[config.mk]
export PLATFORM = sky130hd
export DESIGN_NAME = uart_boot_loader
export DESIGN_NICKNAME = d
export VERILOG_FILES = /design/src/rtl/uart_boot_loader.sv
export SDC_FILE = /design/constraint.sdc
export NUM_CORES = 1
export LEC_CHECK = 0
export BUFFER_PORTS_ARGS = -buffer_cell sky130_fd_sc_hd__buf_4
export CORE_UTILIZATION = 51
export DETAILED_ROUTE_END_ITERATION = 7
export HOLD_SLACK_MARGIN = 0.12
export PLACE_DENSITY = 0.75
export SETUP_SLACK_MARGIN = 0.4
export SLEW_MARGIN = 10
export SYNTH_ARGS = -nofsm -noshare
export SYNTH_HDL_FRONTEND = slang
export SYNTH_SLANG_ARGS = --single-unit
[constraint.sdc]
create_clock -name clk -period 1.8 [get_ports clk]
set_input_delay 0.09 -clock clk [delete_from_list [all_inputs] [get_ports clk]]
set_output_delay 0.09 -clock clk [all_outputs]
set_load 0.01 [all_outputs]
[src/rtl/uart_boot_loader.sv]
`timescale 1ns/1ps
// -----------------------------------------------------------------------------
// uart_boot_loader
//
// Loads a program image into the CPU program BSRAM (single-port, 2048x16) from
// a UART RX line. The CPU is held in reset while loading. It is released once
// the image has been accepted, and it then fetches from address 0.
//
// Frame format (bytes, 8N1, LSB first):
//   SYNC_BYTE, N, {lo, hi} x N [, checksum]
// The checksum is the 8-bit wrapping sum of all data bytes. It is present only
// when the BOOT_CHECKSUM_EN macro is defined. Without the macro there is no
// checksum byte, and the loader goes straight to DONE after the last word.
//
// Ports:
//   clk          memory clock (same as BSRAM clk)
//   rst_n        asynchronous active-low reset
//   uart_rx      serial input, idles high
//   mem_ad       BSRAM address (valid while boot_mode=1)
//   mem_din      BSRAM write data {hi, lo}
//   mem_ce       BSRAM chip enable (always enabled)
//   mem_wre      BSRAM write enable, one-cycle pulse per word
//   boot_mode    1 while loading; the top level muxes mem_ad vs CPU pc on this
//   cpu_rst_n    CPU reset, released one cycle after loading completes
//   done         image loaded successfully
//   error        framing or checksum error
//   dbg_ld_state_o / dbg_rx_state_o  current loader / receiver FSM state
// -----------------------------------------------------------------------------
module uart_boot_loader #(
  parameter int          CLKS_PER_BIT = 234,
  parameter logic [7:0]  SYNC_BYTE    = 8'hA5,
  parameter int          ADDR_W       = 11
) (
  input  logic              clk,
  input  logic              rst_n,
  input  logic              uart_rx,
  output logic [ADDR_W-1:0] mem_ad,
  output logic [15:0]       mem_din,
  output logic              mem_ce,
  output logic              mem_wre,
  output logic              boot_mode,
  output logic              cpu_rst_n,
  output logic              done,
  output logic              error,
  output logic [2:0]        dbg_ld_state_o,
  output logic [1:0]        dbg_rx_state_o
);

  localparam int CNT_W = (CLKS_PER_BIT > 2) ? $clog2(CLKS_PER_BIT) : 1;
  localparam logic [CNT_W-1:0] CNT_FULL = CNT_W'(CLKS_PER_BIT - 1);
  localparam logic [CNT_W-1:0] CNT_HALF = CNT_W'(CLKS_PER_BIT / 2 - 1);

  typedef enum logic [1:0] {
    RX_IDLE  = 2'd0,
    RX_START = 2'd1,
    RX_DATA  = 2'd2,
    RX_STOP  = 2'd3
  } rx_state_e;

  typedef enum logic [2:0] {
    L_WAIT_SYNC = 3'd0,
    L_LEN       = 3'd1,
    L_LO        = 3'd2,
    L_HI        = 3'd3,
    L_WRITE     = 3'd4,
    L_CSUM      = 3'd5,
    L_DONE      = 3'd6,
    L_ERR       = 3'd7
  } ld_state_e;

  // ---------------------------------------------------------------------------
  // Input synchronizer (idles high, so reset to 1 to avoid a false start)
  // ---------------------------------------------------------------------------
  logic rx_s1_q, rx_s2_q;

  always_ff @(posedge clk or negedge rst_n) begin
    if (!rst_n) begin
      rx_s1_q <= 1'b1;
      rx_s2_q <= 1'b1;
    end else begin
      rx_s1_q <= uart_rx;
      rx_s2_q <= rx_s1_q;
    end
  end

  // ---------------------------------------------------------------------------
  // UART receiver
  // Handshake: byte_valid_q is a one-cycle strobe with no ready. rx_byte
  // (shift_q) is stable from that strobe until the next data bit is sampled,
  // which is many cycles later. The consumer must take the byte on the strobe
  // cycle. frame_err_q is a one-cycle strobe on a low stop bit.
  // ---------------------------------------------------------------------------
  rx_state_e        rx_state_q, rx_state_d;
  logic [CNT_W-1:0] cnt_q, cnt_d;
  logic [2:0]       bit_q, bit_d;
  logic [7:0]       shift_q, shift_d;
  logic             byte_valid_q, byte_valid_d;
  logic             frame_err_q, frame_err_d;

  always_ff @(posedge clk or negedge rst_n) begin
    if (!rst_n) begin
      rx_state_q   <= RX_IDLE;
      cnt_q        <= '0;
      bit_q        <= '0;
      shift_q      <= '0;
      byte_valid_q <= 1'b0;
      frame_err_q  <= 1'b0;
    end else begin
      rx_state_q   <= rx_state_d;
      cnt_q        <= cnt_d;
      bit_q        <= bit_d;
      shift_q      <= shift_d;
      byte_valid_q <= byte_valid_d;
      frame_err_q  <= frame_err_d;
    end
  end

  always_comb begin
    rx_state_d   = rx_state_q;
    cnt_d        = cnt_q;
    bit_d        = bit_q;
    shift_d      = shift_q;
    byte_valid_d = 1'b0;
    frame_err_d  = 1'b0;
    case (rx_state_q)
      RX_IDLE: begin
        cnt_d = '0;
        if (!rx_s2_q) rx_state_d = RX_START;
      end
      RX_START: begin
        // Mid start bit: a line already back high was a glitch.
        if (cnt_q == CNT_HALF) begin
          cnt_d      = '0;
          bit_d      = '0;
          rx_state_d = rx_s2_q ? RX_IDLE : RX_DATA;
        end else begin
          cnt_d = cnt_q + 1'b1;
        end
      end
      RX_DATA: begin
        if (cnt_q == CNT_FULL) begin
          cnt_d   = '0;
          shift_d = {rx_s2_q, shift_q[7:1]};
          if (bit_q == 3'd7) rx_state_d = RX_STOP;
          else               bit_d      = bit_q + 1'b1;
        end else begin
          cnt_d = cnt_q + 1'b1;
        end
      end
      RX_STOP: begin
        if (cnt_q == CNT_FULL) begin
          cnt_d      = '0;
          rx_state_d = RX_IDLE;
          if (rx_s2_q) byte_valid_d = 1'b1;
          else         frame_err_d  = 1'b1;
        end else begin
          cnt_d = cnt_q + 1'b1;
        end
      end
      default: rx_state_d = RX_IDLE;
    endcase
  end

  // ---------------------------------------------------------------------------
  // Loader FSM
  // ---------------------------------------------------------------------------
  ld_state_e         ld_q, ld_d;
  logic [ADDR_W-1:0] addr_q, addr_d;
  logic [7:0]        remain_q, remain_d;
  logic [7:0]        sum_q, sum_d;
  logic [7:0]        lo_q, lo_d;
  logic [7:0]        hi_q, hi_d;
  logic              cpu_rst_n_q;

  always_ff @(posedge clk or negedge rst_n) begin
    if (!rst_n) begin
      ld_q        <= L_WAIT_SYNC;
      addr_q      <= '0;
      remain_q    <= '0;
      sum_q       <= '0;
      lo_q        <= '0;
      hi_q        <= '0;
      cpu_rst_n_q <= 1'b0;
    end else begin
      ld_q        <= ld_d;
      addr_q      <= addr_d;
      remain_q    <= remain_d;
      sum_q       <= sum_d;
      lo_q        <= lo_d;
      hi_q        <= hi_d;
      // The async reset supplies the "rst_n AND" term.
      cpu_rst_n_q <= ~boot_mode;
    end
  end

  always_comb begin
    ld_d     = ld_q;
    addr_d   = addr_q;
    remain_d = remain_q;
    sum_d    = sum_q;
    lo_d     = lo_q;
    hi_d     = hi_q;
    case (ld_q)
      L_WAIT_SYNC: begin
        if (byte_valid_q && (shift_q == SYNC_BYTE)) ld_d = L_LEN;
      end
      L_LEN: begin
        if (byte_valid_q) begin
          remain_d = shift_q;
          addr_d   = '0;
          sum_d    = '0;
`ifdef BOOT_CHECKSUM_EN
          ld_d     = (shift_q == 8'd0) ? L_CSUM : L_LO;
`else
          ld_d     = (shift_q == 8'd0) ? L_DONE : L_LO;
`endif
        end
      end
      L_LO: begin
        if (byte_valid_q) begin
          lo_d  = shift_q;
          sum_d = sum_q + shift_q;
          ld_d  = L_HI;
        end
      end
      L_HI: begin
        if (byte_valid_q) begin
          hi_d  = shift_q;
          sum_d = sum_q + shift_q;
          ld_d  = L_WRITE;
        end
      end
      L_WRITE: begin
        // The write happens in this cycle. Advance to the next word.
        addr_d   = addr_q + 1'b1;
        remain_d = remain_q - 8'd1;
`ifdef BOOT_CHECKSUM_EN
        ld_d     = (remain_q == 8'd1) ? L_CSUM : L_LO;
`else
        ld_d     = (remain_q == 8'd1) ? L_DONE : L_LO;
`endif
      end
`ifdef BOOT_CHECKSUM_EN
      L_CSUM: begin
        if (byte_valid_q) ld_d = (shift_q == sum_q) ? L_DONE : L_ERR;
      end
`endif
      L_DONE: ld_d = L_DONE;
      L_ERR: begin
        if (byte_valid_q && (shift_q == SYNC_BYTE)) ld_d = L_LEN;
      end
      default: ld_d = L_WAIT_SYNC;
    endcase
    // Once the CPU has been released, line noise must not pull it back.
    if (frame_err_q && (ld_q != L_DONE)) ld_d = L_ERR;
  end

  assign mem_ad         = addr_q;
  assign mem_din        = {hi_q, lo_q};
  assign mem_ce         = 1'b1;
  assign mem_wre        = (ld_q == L_WRITE);
  assign boot_mode      = (ld_q != L_DONE);
  assign done           = (ld_q == L_DONE);
  assign error          = (ld_q == L_ERR);
  assign cpu_rst_n      = cpu_rst_n_q;
  assign dbg_ld_state_o = ld_q;
  assign dbg_rx_state_o = rx_state_q;

endmodule
; ---- Word-level counts from Yosys, hierarchy flattened
; Index checks and enable logic that the tools add are counted.
[op_classes]
addsub = 4
n_eq_ne = 26
muxes = 32
n_bitwise = 1
n_reduce_logical = 16
[op_table]
columns = operator, n
row1 = 3-bit two-way mux, 10
row2 = 8-bit two-way mux, 3
row3 = 8-bit case mux with 3 select lines, 1
row4 = 11-bit case mux with 2 select lines, 1
row5 = 3-bit case mux with 6 select lines, 1
row6 = 8-bit equality test (second input constant), 2
row7 = 8-bit case mux with 2 select lines, 1
row8 = 2-bit inequality test (second input constant), 7
row9 = 3-bit equality test (second input constant), 4
row10 = 2-bit two-way mux, 6
row11 = 3-bit inequality test (second input constant), 4
row12 = 11-bit by 1-bit adder with 11-bit output (second input constant), 1
row13 = 11-bit two-way mux, 1
row14 = 8-bit by 1-bit adder with 8-bit output (second input constant), 1
row15 = 8-bit by 1-bit equality test with 1-bit output (second input constant), 1
row16 = 8-bit by 7-bit equality test with 1-bit output (second input constant), 1
row17 = 8-bit logical NOT, 1
row18 = 2-bit case mux with 4 select lines, 1
row19 = 2-bit AND reduction, 4
row20 = 4-bit AND reduction, 2
row21 = 8-bit by 1-bit subtractor with 8-bit output (second input constant), 1
row22 = 3-bit by 2-bit equality test with 1-bit output (second input constant), 2
row23 = 1-bit two-way mux, 6
row24 = 3-bit case mux with 2 select lines, 1
row25 = 12 further kinds, 16
[totals]
regBits = 64
out_inout_bits = 38
elab_cells = 93

; ---- Depth between registers and ports, before layout
; Gate-level depths: netlist of the first run.
[logic_depth]
ltp_word = 5
mapped_depth = 8

; ---- Least setup slack after synthesis of the first run
; OpenSTA, ideal clock, no wires.
[synth_timing]
kind = reg-to-reg
from = register cnt_q[1]
to = register shift_q[0]
setup_time_ps = 125
t_arrival_ps = 1789
required_time_ps = 1675
path_slack_ps = -113
stages_incl_launch_ff = 7
path_buffers = 0
path_cell_list = dfrtp_1 -> inv_1 -> ha_1 -> nand4_2 -> or4b_4 -> nor2_8 -> mux2_2
[synth_between]
elab_chain_len = 2
[synth_rtl]
columns = element, line_no
row1 = start: declaration, 94  ; logic [CNT_W-1:0] cnt_q, cnt_d;
row2 = start signal: assignment, 110  ; cnt_q <= cnt_d;
row3 = 8-bit equality test, 141  ; if (cnt_q == CNT_FULL) begin
row4 = 2-bit AND reduction (no source line), n/a
row5 = end signal: assignment, 112  ; shift_q <= shift_d;
row6 = end: declaration, 96  ; logic [7:0] shift_q, shift_d;
; Every way passes these cells.
; A chain may end at the register's enable or synchronous reset.

; ---- Final worst setup path of the first run
[layout_timing]
from = register cnt_q[1]
to = register shift_q[3]
; The elaborated chain is that of the path after synthesis.

==> results of run 1 <==
synth_stat cells, types with 3 or more instances:
cell type / n
a21oi_1: 8
ha_1: 8
a22o_1: 3
dfrtp_1: 62
and3_1: 4
nor3_1: 6
xor2_1: 4
clkbuf_1: 6
nand4_1: 8
nand3_1: 9
nor2_1: 28
mux2i_1: 4
o21ai_0: 17
nand2_1: 26
mux2_2: 24
inv_1: 8
how the worst max path moves through the flow:
| stage | startpoint | end | slack [ns] | cells past startpoint |
|---|---|---|---|---|
| after floorplan | cnt_q[1] | shift_q[0] | -0.11 | 6 |
| after global placement | cnt_q[1] | shift_q[3] | -0.12 | 6 |
| after detailed placement | cnt_q[1] | shift_q[3] | -0.18 | 6 |
| after CTS | cnt_q[1] | shift_q[3] | -0.12 | 6 |
| after global routing | cnt_q[1] | bit_q[1] | -0.15 | 8 |
| final | cnt_q[1] | shift_q[3] | -0.1 | 6 |
power by group:
part | switching, W | internal (W)
clock network | 0.000605 | 0.000779
logic | 0.0000308 | 0.0000102
registers | 0.00000269 | 0.00144
total | 0.000639 | 0.00223
per-layer routing:
metal / routed length [um] / part of all wire (%) / global-route usage, %
met5: 0 / 0 / 0
met4: 234 / 2.6 / 8.727
met3: 452 / 5.0 / 6.552
met2: 4438 / 50 / 42.59
met1: 3829 / 43 / 36.40
registers in the layout, indices dropped and copies added (netlist names), named ones only:
name and cells:
hi_q 8, byte_valid_q 1, bit_q 3, cpu_rst_n 1, dbg_ld_state_o 3, rx_s2_q 1, rx_s1_q 1, cnt_q 8
mem_ad 11, frame_err_q 1, shift_q 8, remain_q 8, dbg_rx_state_o 1, lo_q 8
repair_timing:
item / CTS / global route
resized for setup: 66 / 60
buffers inserted: 15 / 15
setup endpoints to repair: 55 / 65
endpoints found under the hold margin: 42 / 0
pin swaps: 31 / 21
hold buffers: 2 / 0
gates cloned: 1 / 1
final cells by class:
| cell class | instances | area, um^2 | area share [%] |
|---|---|---|---|
| flip-flops and latches | 64 | 1613 | 34.47 |
| clock buffers | 9 | 123.9 | 2.648 |
| inverters | 10 | 57.56 | 1.230 |
| repair buffers | 100 | 852.1 | 18.21 |
| clock inverters | 7 | 96.34 | 2.059 |
| multi-input cells | 196 | 1846 | 39.45 |
| well taps | 72 | 90.09 | 1.926 |
worst max-delay path, stage by stage (launching register included):
cell and delay, ns:
dfrtp_1 0.40, inv_2 0.08, ha_4 0.13, nand4_4 0.07, or4b_4 0.56, nor2_8 0.22
mux2_4 0.33
through the flow:
stage | worst slack [ns] | utilization, % | power, W | hold slack [ns]
2_1_floorplan | -0.1116 | - | 0.001474 | -0.2056
3_3_place_gp | -0.1160 | 65.18 | 0.001510 | 0.1186
6_report | -0.09918 | 82.92 | 0.002868 | 0.2840
4_1_cts | -0.1227 | 76.62 | 0.002871 | 0.2991
3_5_place_dp | -0.1755 | 65.18 | 0.001510 | 0.1214
5_1_grt | -0.1538 | 82.92 | 0.002969 | 0.3375
logic make-up (layout without fill, tap and decap cells):
logic type | count (synthesis) | count (layout) | synth area share, %
buf+inv | 21 | 126 | 3.327
mux | 28 | 28 | 10.19
xor+xnor | 6 | 6 | 1.726
flops | 64 | 64 | 52.67
compound gates | 53 | 53 | 11.50
simple gates | 99 | 100 | 17.17
fa+ha+maj | 8 | 8 | 3.287
other cells | 1 | 1 | 0.1231
==> impl_metrics.tcl, run 1 <==
set metrics [dict create \
    syn-instance-count 280 \
    dp_hpwl_um 4668 \
    period_share_pct 105.5 \
    htreeDepth 3 \
    violations "setup timing" \
    fillCellCount 286 \
    cp-start-kind "flop" \
    port_buffers 39 \
    drc 0 \
    initial_utilization_pct 53.98 \
    yosysWarnings 0 \
    routabilityCongestion 0.7991 \
    synth_cell_types 57 \
    io_pins 41 \
    area_growth_pct 53.62 \
    irDropWorstVdd_mv 0.6653 \
    clockRootBuffer "clkbuf_8" \
    final_nets 392 \
    synth_edf_count 0 \
    yosysTopAreaCellShare_pct 50.94 \
    yosysSeqAreaShare_pct 52.67 \
    worst_slew_pin_slew_ns 0.5666 \
    vias_per_cell 5.937 \
    grt_first_pass_wirelength_um 12830 \
    syn_area_per_cell_um2 10.88 \
    max_slew_margin_pct 62.23 \
    n_antenna_cell 0 \
    setup_viol 19 \
    ant_nets 0 \
    vias 2719 \
    required_ns 2.03 \
    worst_clock_skew_ns 0.008023 \
    grt_max_degree 43 \
    wirelength_um 8955 \
    synthFlopType "dfrtp_1" \
    final_max_slew_viol_count 0 \
    clock_latency_ns 0.34 \
    status "finished with violations" \
    tritoncts "yes" \
    mostFrequentLayoutCell "buf_4" \
    numCtsBuffers 9 \
    synth_area_leaders "dfrtp_1 51%, mux2_2 8.9%, nor2_1 3.5%, ha_1 3.3%, nand2_1 3.2%" \
    place_inst 408 \
    synthArstFlopShare_pct 100.0 \
    syn_area_um2 3045 \
    syn_nets 291 \
    drt-initial-drc-count 204 \
    row_count 27 \
    wire_per_inst_um 19.55 \
    timing.rr.start "cnt_q[1]" \
    ys_ff_latch 64 \
    first_pass_iters 4 \
    final_cells 458 \
    end_kind "flop" \
    worst-r2r-setup-slack_ns -0.1 \
    fmax_mhz 526.5 \
    grt_use_total_pct 26.94 \
    dieArea_um2 6285 \
    tns_ns -1.435 \
    worstPathArrival_ns 2.12 \
    fp.dieW_um 79.28 \
    worst_slack_ns -0.09918 \
    place_area_um2 3677 \
    final_cell_mix "78 x buf_4, 55 x dfrtp_1, 24 x mux2_4" \
    cap_violations 0 \
    cp_max_fo 8 \
    cts.clk_slew.worst_paths_ns 0.07 \
    synth_top_area_cell "dfrtp_1" \
    die_height_um 79.28 \
    core_area_um2 5642 \
    fin_area_um2 4678 \
    drive_gt1_share_pct 57.25 \
    rsz0062_at_grt "true" \
    cts.path.max_buffers 2 \
    worstSetupPathType "reg2reg" \
    power_leakage_nw 2.211 \
    antenna_found_initial 0 \
    regToRegEndpoint "shift_q[3]" \
    hold_viol 0 \
    min_period_ns 1.899 \
    p_per_area_nw_per_um2 613.1 \
    hold_class "in2async" \
    ff2ff_path_depth 6 \
    clock_sinks 64 \
    first_global_vias 2559 \
    grt_overflow 0 \
]
No activity file was read; power rests on OpenSTA's default activity.
==> inputs of run 2 (changes only) <==
--- a/config.mk
+++ b/config.mk
@@ -6,11 +6,13 @@
 export NUM_CORES = 1
 export LEC_CHECK = 0
 export BUFFER_PORTS_ARGS = -buffer_cell sky130_fd_sc_hd__buf_4
-export CORE_UTILIZATION = 51
+export CORE_UTILIZATION = 55
 export DETAILED_ROUTE_END_ITERATION = 7
 export HOLD_SLACK_MARGIN = 0.12
-export PLACE_DENSITY = 0.75
+export PLACE_DENSITY = 0.77
+export RECOVER_POWER = 100
 export SETUP_SLACK_MARGIN = 0.4
+export SKIP_CTS_REPAIR_TIMING = 1
 export SLEW_MARGIN = 10
 export SYNTH_ARGS = -nofsm -noshare
 export SYNTH_HDL_FRONTEND = slang
==> constraint.sdc (replaced) <==
create_clock -name clk -period 2.45 [get_ports clk]
set_input_delay 0.1225 -clock clk [delete_from_list [all_inputs] [get_ports clk]]
set_output_delay 0.1225 -clock clk [all_outputs]
set_load 0.01 [all_outputs]
==> run 2 against run 1 <==
- critical endpoint is now shift_q[6]
- largest cell class is now flip-flops and latches
- sequential cell count unchanged
- first-iteration DRC count decreased by 40%
- the run ends with capacitance limit, slew limit left
- largest power group unchanged
- global-route usage decreased by 3.8 points
- highest routed layer unchanged
- critical path depth unchanged
==> impl_metrics.tcl, run 2 (synthesis results as in run 1) <==
set metrics [dict create \
    end_kind "flop" \
    wirelength_um 6397 \
    clock_latency_ns 0.34 \
    clockRootBuffer "clkbuf_8" \
    grt_first_pass_wirelength_um 10580 \
    die_height_um 76.41 \
    final_cells 401 \
    hold_viol 0 \
    cts.path.max_buffers 2 \
    min_period_ns 2.204 \
    drt-initial-drc-count 123 \
    worstPathArrival_ns 2.43 \
    worstSetupPathType "reg2reg" \
    routabilityCongestion 0.8204 \
    fin_area_um2 3518 \
    n_antenna_cell 0 \
    worstHoldPathCells 0 \
    cp-start-kind "flop" \
    place_inst 381 \
    p_per_area_nw_per_um2 589.5 \
    final_nets 337 \
    core_area_um2 5205 \
    first_pass_iters 4 \
    preCtsSetupSlack_ns 0.4133 \
    antenna_found_initial 0 \
    row_count 26 \
    dieArea_um2 5838 \
    dp_hpwl_um 4240 \
    tns_ns 0 \
    mostFrequentLayoutCell "dfrtp_1" \
    first_global_vias 2293 \
    fmax_mhz 453.8 \
    hold_class "reg2reg" \
    vias_per_cell 5.905 \
    hold_slack_ns 0.3620 \
    ff2ff_path_depth 6 \
    worst_slew_pin_slew_ns 1.552 \
    worst-r2r-setup-slack_ns 0.25 \
    cp_max_fo 8 \
    period_share_pct 89.94 \
    final_max_slew_viol_count 65 \
    place_area_um2 3390 \
    cts.clk_slew.worst_paths_ns 0.07 \
    power_leakage_nw 1.614 \
    violations "capacitance limit, slew limit" \
    drc 0 \
    numCtsBuffers 9 \
    worst_clock_skew_ns 0.01261 \
    max_slew_margin_pct -3.464 \
    drive_gt1_share_pct 15.71 \
    htreeDepth 3 \
    setup_viol 0 \
    irDropWorstVdd_mv 0.4355 \
    io_pins 41 \
    final_cell_mix "61 x dfrtp_1, 42 x clkbuf_1, 28 x nor2_1" \
    ant_nets 0 \
    initial_utilization_pct 58.51 \
    vias 2368 \
    area_growth_pct 15.53 \
    rsz0062_at_grt "true" \
    status "finished with violations" \
    grt_overflow 0 \
    required_ns 2.67 \
    clock_sinks 64 \
    largest_reg_flops 11 \
    port_buffers 39 \
    tritoncts "yes" \
    worst_slack_ns 0.2465 \
    fp.dieW_um 76.41 \
    grt_use_total_pct 23.18 \
    cap_violations 1 \
    wire_per_inst_um 15.95 \
    grt_max_degree 65 \
]
[run 2: cell types whose count changed in the layout (fill, tap and decap cells not counted), sizes merged]
| cell | before | now |
|---|---|---|
| nor2 | 30 | 29 |
| clkinvlp | 3 | 1 |
| clkinv | 3 | 1 |
| clkbuf | 9 | 55 |
| buf | 98 | 2 |
[run 2: final timing paths]
path	from	to
max in group asynchronous	rst_n	cnt_q[0]
worst min register to register	rx_s1_q	rx_s2_q
worst max-delay path	cnt_q[1]	shift_q[6]
min in group asynchronous	rst_n	cpu_rst_n
worst max register to register	cnt_q[1]	shift_q[6]
worst min-delay path	rx_s1_q	rx_s2_q
[run 2: final cells by class]
cell class                 count  area (um^2)
inverter                      10        42.54
clock inverter                 3        67.56
multi-input combinational    195         1365
sequential                    64         1605
clock buffer                  13        148.9
fill                         433         1687
timing repair buffer          46        201.4
tap                           70        87.58
[run 2: report_power, final]
part           total (W)  switching [W]  internal, W
sequential       0.00106     0.00000148      0.00106
combinational  0.0000245      0.0000208   0.00000362
clock           0.000988       0.000386     0.000602
[run 2: metrics by stage]
step                      utilization [%]  power, W
after detailed placement            65.12  0.001105
after floorplan                         -  0.001083
after global placement              65.12  0.001105
after CTS                           69.28  0.002092
final                               67.60  0.002074
after global routing                67.60  0.002149
[run 2: critical path: stages (launching register included)]
cell     delay [ns]
dfrtp_1        0.42
inv_1          0.09
ha_1           0.20
nand4_4        0.11
or4b_4         0.62
nor2_4         0.31
mux2_4         0.34
[run 2: per-layer routing]
layer | global-route usage [%] | vias to the layer above | wire [um] | share of wire, %
li1 | - | 1107 | - | -
met4 | 11.35 | 0 | 111 | 1.7
met2 | 35.05 | 79 | 2923 | 46
met3 | 5.030 | 10 | 317 | 5.0
met1 | 31.80 | 1172 | 3045 | 48
met5 | 0 | - | 0 | 0
==> inputs of run 3 (changes only) <==
--- a/config.mk
+++ b/config.mk
@@ -5,13 +5,15 @@
 export SDC_FILE = /design/constraint.sdc
 export NUM_CORES = 1
 export LEC_CHECK = 0
+export ABC_AREA = 1
 export BUFFER_PORTS_ARGS = -buffer_cell sky130_fd_sc_hd__buf_4
 export CORE_UTILIZATION = 55
 export DETAILED_ROUTE_END_ITERATION = 7
 export HOLD_SLACK_MARGIN = 0.12
-export PLACE_DENSITY = 0.77
+export PLACE_DENSITY = 0.76
 export RECOVER_POWER = 100
-export SETUP_SLACK_MARGIN = 0.4
+export REMOVE_ABC_BUFFERS = 1
+export SETUP_SLACK_MARGIN = 0.15
 export SKIP_CTS_REPAIR_TIMING = 1
 export SLEW_MARGIN = 10
 export SYNTH_ARGS = -nofsm -noshare
==> run 3 against run 2 <==
- the flow still finishes with violations (capacitance limit, slew limit)
- cell area grew 1.9%
- worst hold slack got worse by 0.0028 ns
- total power fell by 1.7%
- cell count up 28%
- combinational power barely moved
- count of clock-buffer cells in the layout shrank 2
- critical path type is now reg2out
- largest power group unchanged
==> impl_metrics.tcl, run 3 <==
set metrics [dict create \
    end_kind "output port" \
    grt_first_pass_wirelength_um 11030 \
    syn_area_per_cell_um2 8.063 \
    place_area_um2 3512 \
    n_antenna_cell 0 \
    final_cell_mix "105 x nand2_1, 62 x dfrtp_1, 54 x inv_1" \
    drt-initial-drc-count 197 \
    max_slew_margin_pct -2.230 \
    antenna_found_initial 0 \
    ant_nets 0 \
    synth_top_area_cell "dfrtp_1" \
    fp.dieW_um 77.81 \
    clockRootBuffer "clkbuf_8" \
    worstSetupPathType "reg2out" \
    power_leakage_nw 1.765 \
    holdPathEnd "rx_s2_q" \
    vias 2691 \
    min_from "rx_s1_q" \
    setup_viol 0 \
    irDropWorstVdd_mv 0.5043 \
    wirelength_um 6572 \
    rsz0062_at_grt "false" \
    synthArstFlopShare_pct 100.0 \
    worst-r2r-setup-slack_ns 0.65 \
    ys_ff_latch 64 \
    numCtsBuffers 9 \
    worstHoldPathCells 0 \
    initial_utilization_pct 57.40 \
    timing.rr.start "dbg_ld_state_o[0]" \
    final_nets 450 \
    status "finished with violations" \
    hold_viol 0 \
    synth_common_cells "104 x nand2_1, 62 x dfrtp_1, 52 x inv_1" \
    vias_per_cell 5.225 \
    yosysMostFrequentCell "nand2_1" \
    synth_area_leaders "dfrtp_1 49%, nand2_1 12%, inv_1 6.2%, o21ai_0 6.0%, nand3_1 4.1%" \
    yosysTopAreaCellShare_pct 49.09 \
    clock_sinks 64 \
    first_pass_iters 5 \
    p_per_area_nw_per_um2 568.7 \
    largest_reg_flops 11 \
    min_period_ns 1.853 \
    core_area_um2 5507 \
    dp_hpwl_um 4725 \
    grt_use_total_pct 23.23 \
    violations "capacitance limit, slew limit" \
    wire_per_inst_um 12.76 \
    synth_cell_types 36 \
    grt_overflow 0 \
    die_height_um 77.81 \
    routabilityCongestion 0.8739 \
    grt_max_degree 65 \
    synth_edf_count 0 \
    worst_slew_pin_slew_ns 1.533 \
    tritoncts "yes" \
    hold_class "reg2reg" \
    syn-instance-count 392 \
    tns_ns 0 \
    synthFlopType "dfrtp_1" \
    fin_area_um2 3586 \
    worstPathArrival_ns 1.73 \
    drive_gt1_share_pct 5.869 \
    yosysSeqAreaShare_pct 50.75 \
    cts.clk_slew.worst_paths_ns 0.06 \
    mostFrequentLayoutCell "nand2_1" \
    htreeDepth 3 \
    syn_area_um2 3161 \
    cap_violations 1 \
    cp-start-kind "flop" \
    fmax_mhz 539.8 \
    required_ns 2.33 \
    critPathLaunch "dbg_ld_state_o[0]" \
    period_share_pct 75.62 \
    port_buffers 39 \
    ff2ff_path_depth 5 \
    yosysWarnings 0 \
    final_max_slew_viol_count 65 \
    clock_latency_ns 0.33 \
    worst_clock_skew_ns 0.007858 \
    dieArea_um2 6054 \
    first_global_vias 2470 \
    area_growth_pct 13.46 \
    row_count 27 \
    drc 0 \
    io_pins 41 \
    cts.path.max_buffers 2 \
    cp_max_fo 19 \
    regToRegEndpoint "mem_ad[1]" \
]
run 3: report_power, final:
part	total [W]	internal [W]	switching, W
sequential	0.00106	0.00106	0.00000170
combinational	0.0000247	0.00000390	0.0000208
clock	0.000953	0.000565	0.000389
run 3: how the worst max path moves through the flow:
stage,to
final,mem_wre
after global routing,dbg_rx_state_o[0]
after CTS,mem_wre
after detailed placement,bit_q[1]
after global placement,bit_q[0]
after floorplan,mem_ad[1]
run 3: critical path: stages, from the launching register on:
cell and delay [ns]:
dfrtp_1 0.45, inv_1 0.18, nand3_1 0.25, inv_2 0.33, clkbuf_1 0.19
run 3: cell families (layout without fill, tap and decap cells):
family	after synthesis	after routing	synth area share, %
fa+ha+maj	8	8	3.167
buf+inv	62	113	7.878
compound gates	65	65	11.16
flops	64	64	50.75
xor+xnor	2	2	0.5543
other cells	1	1	0.1187
simple gates	190	190	26.37
run 3: through the flow:
stage                     worst slack, ns  cells  power, W  hold WS (ns)  utilization (%)
after global placement             0.8569    498  0.001106        0.2323            63.78
after detailed placement           0.7781    498  0.001106        0.2335            63.78
after global routing               0.4452    515  0.002105        0.3613            65.12
final                              0.5974    515  0.002039        0.3592            65.12
after floorplan                    0.9364    386  0.001082       -0.1731                -
after CTS                          0.7009    513  0.002059       -0.1163            67.44
run 3: cell type report:
class                   instances  area [um^2]
inverters                      56        210.2
repair buffers                 42        182.7
fillers                       499         1921
clock buffers                  11        131.4
flip-flops and latches         64         1604
multi-input cells             266         1297
well taps                      72        90.09
clock inverters                 4        70.07
run 3: metal layers:
metal / vias to the layer above / share of wire (%) / GRT usage, %
met3: 10 / 4.6 / 6.118
li1: 1367 / - / -
met1: 1256 / 47 / 29.42
met4: 0 / 0.93 / 7.925
met2: 58 / 47 / 38.41
met5: - / 0 / 0
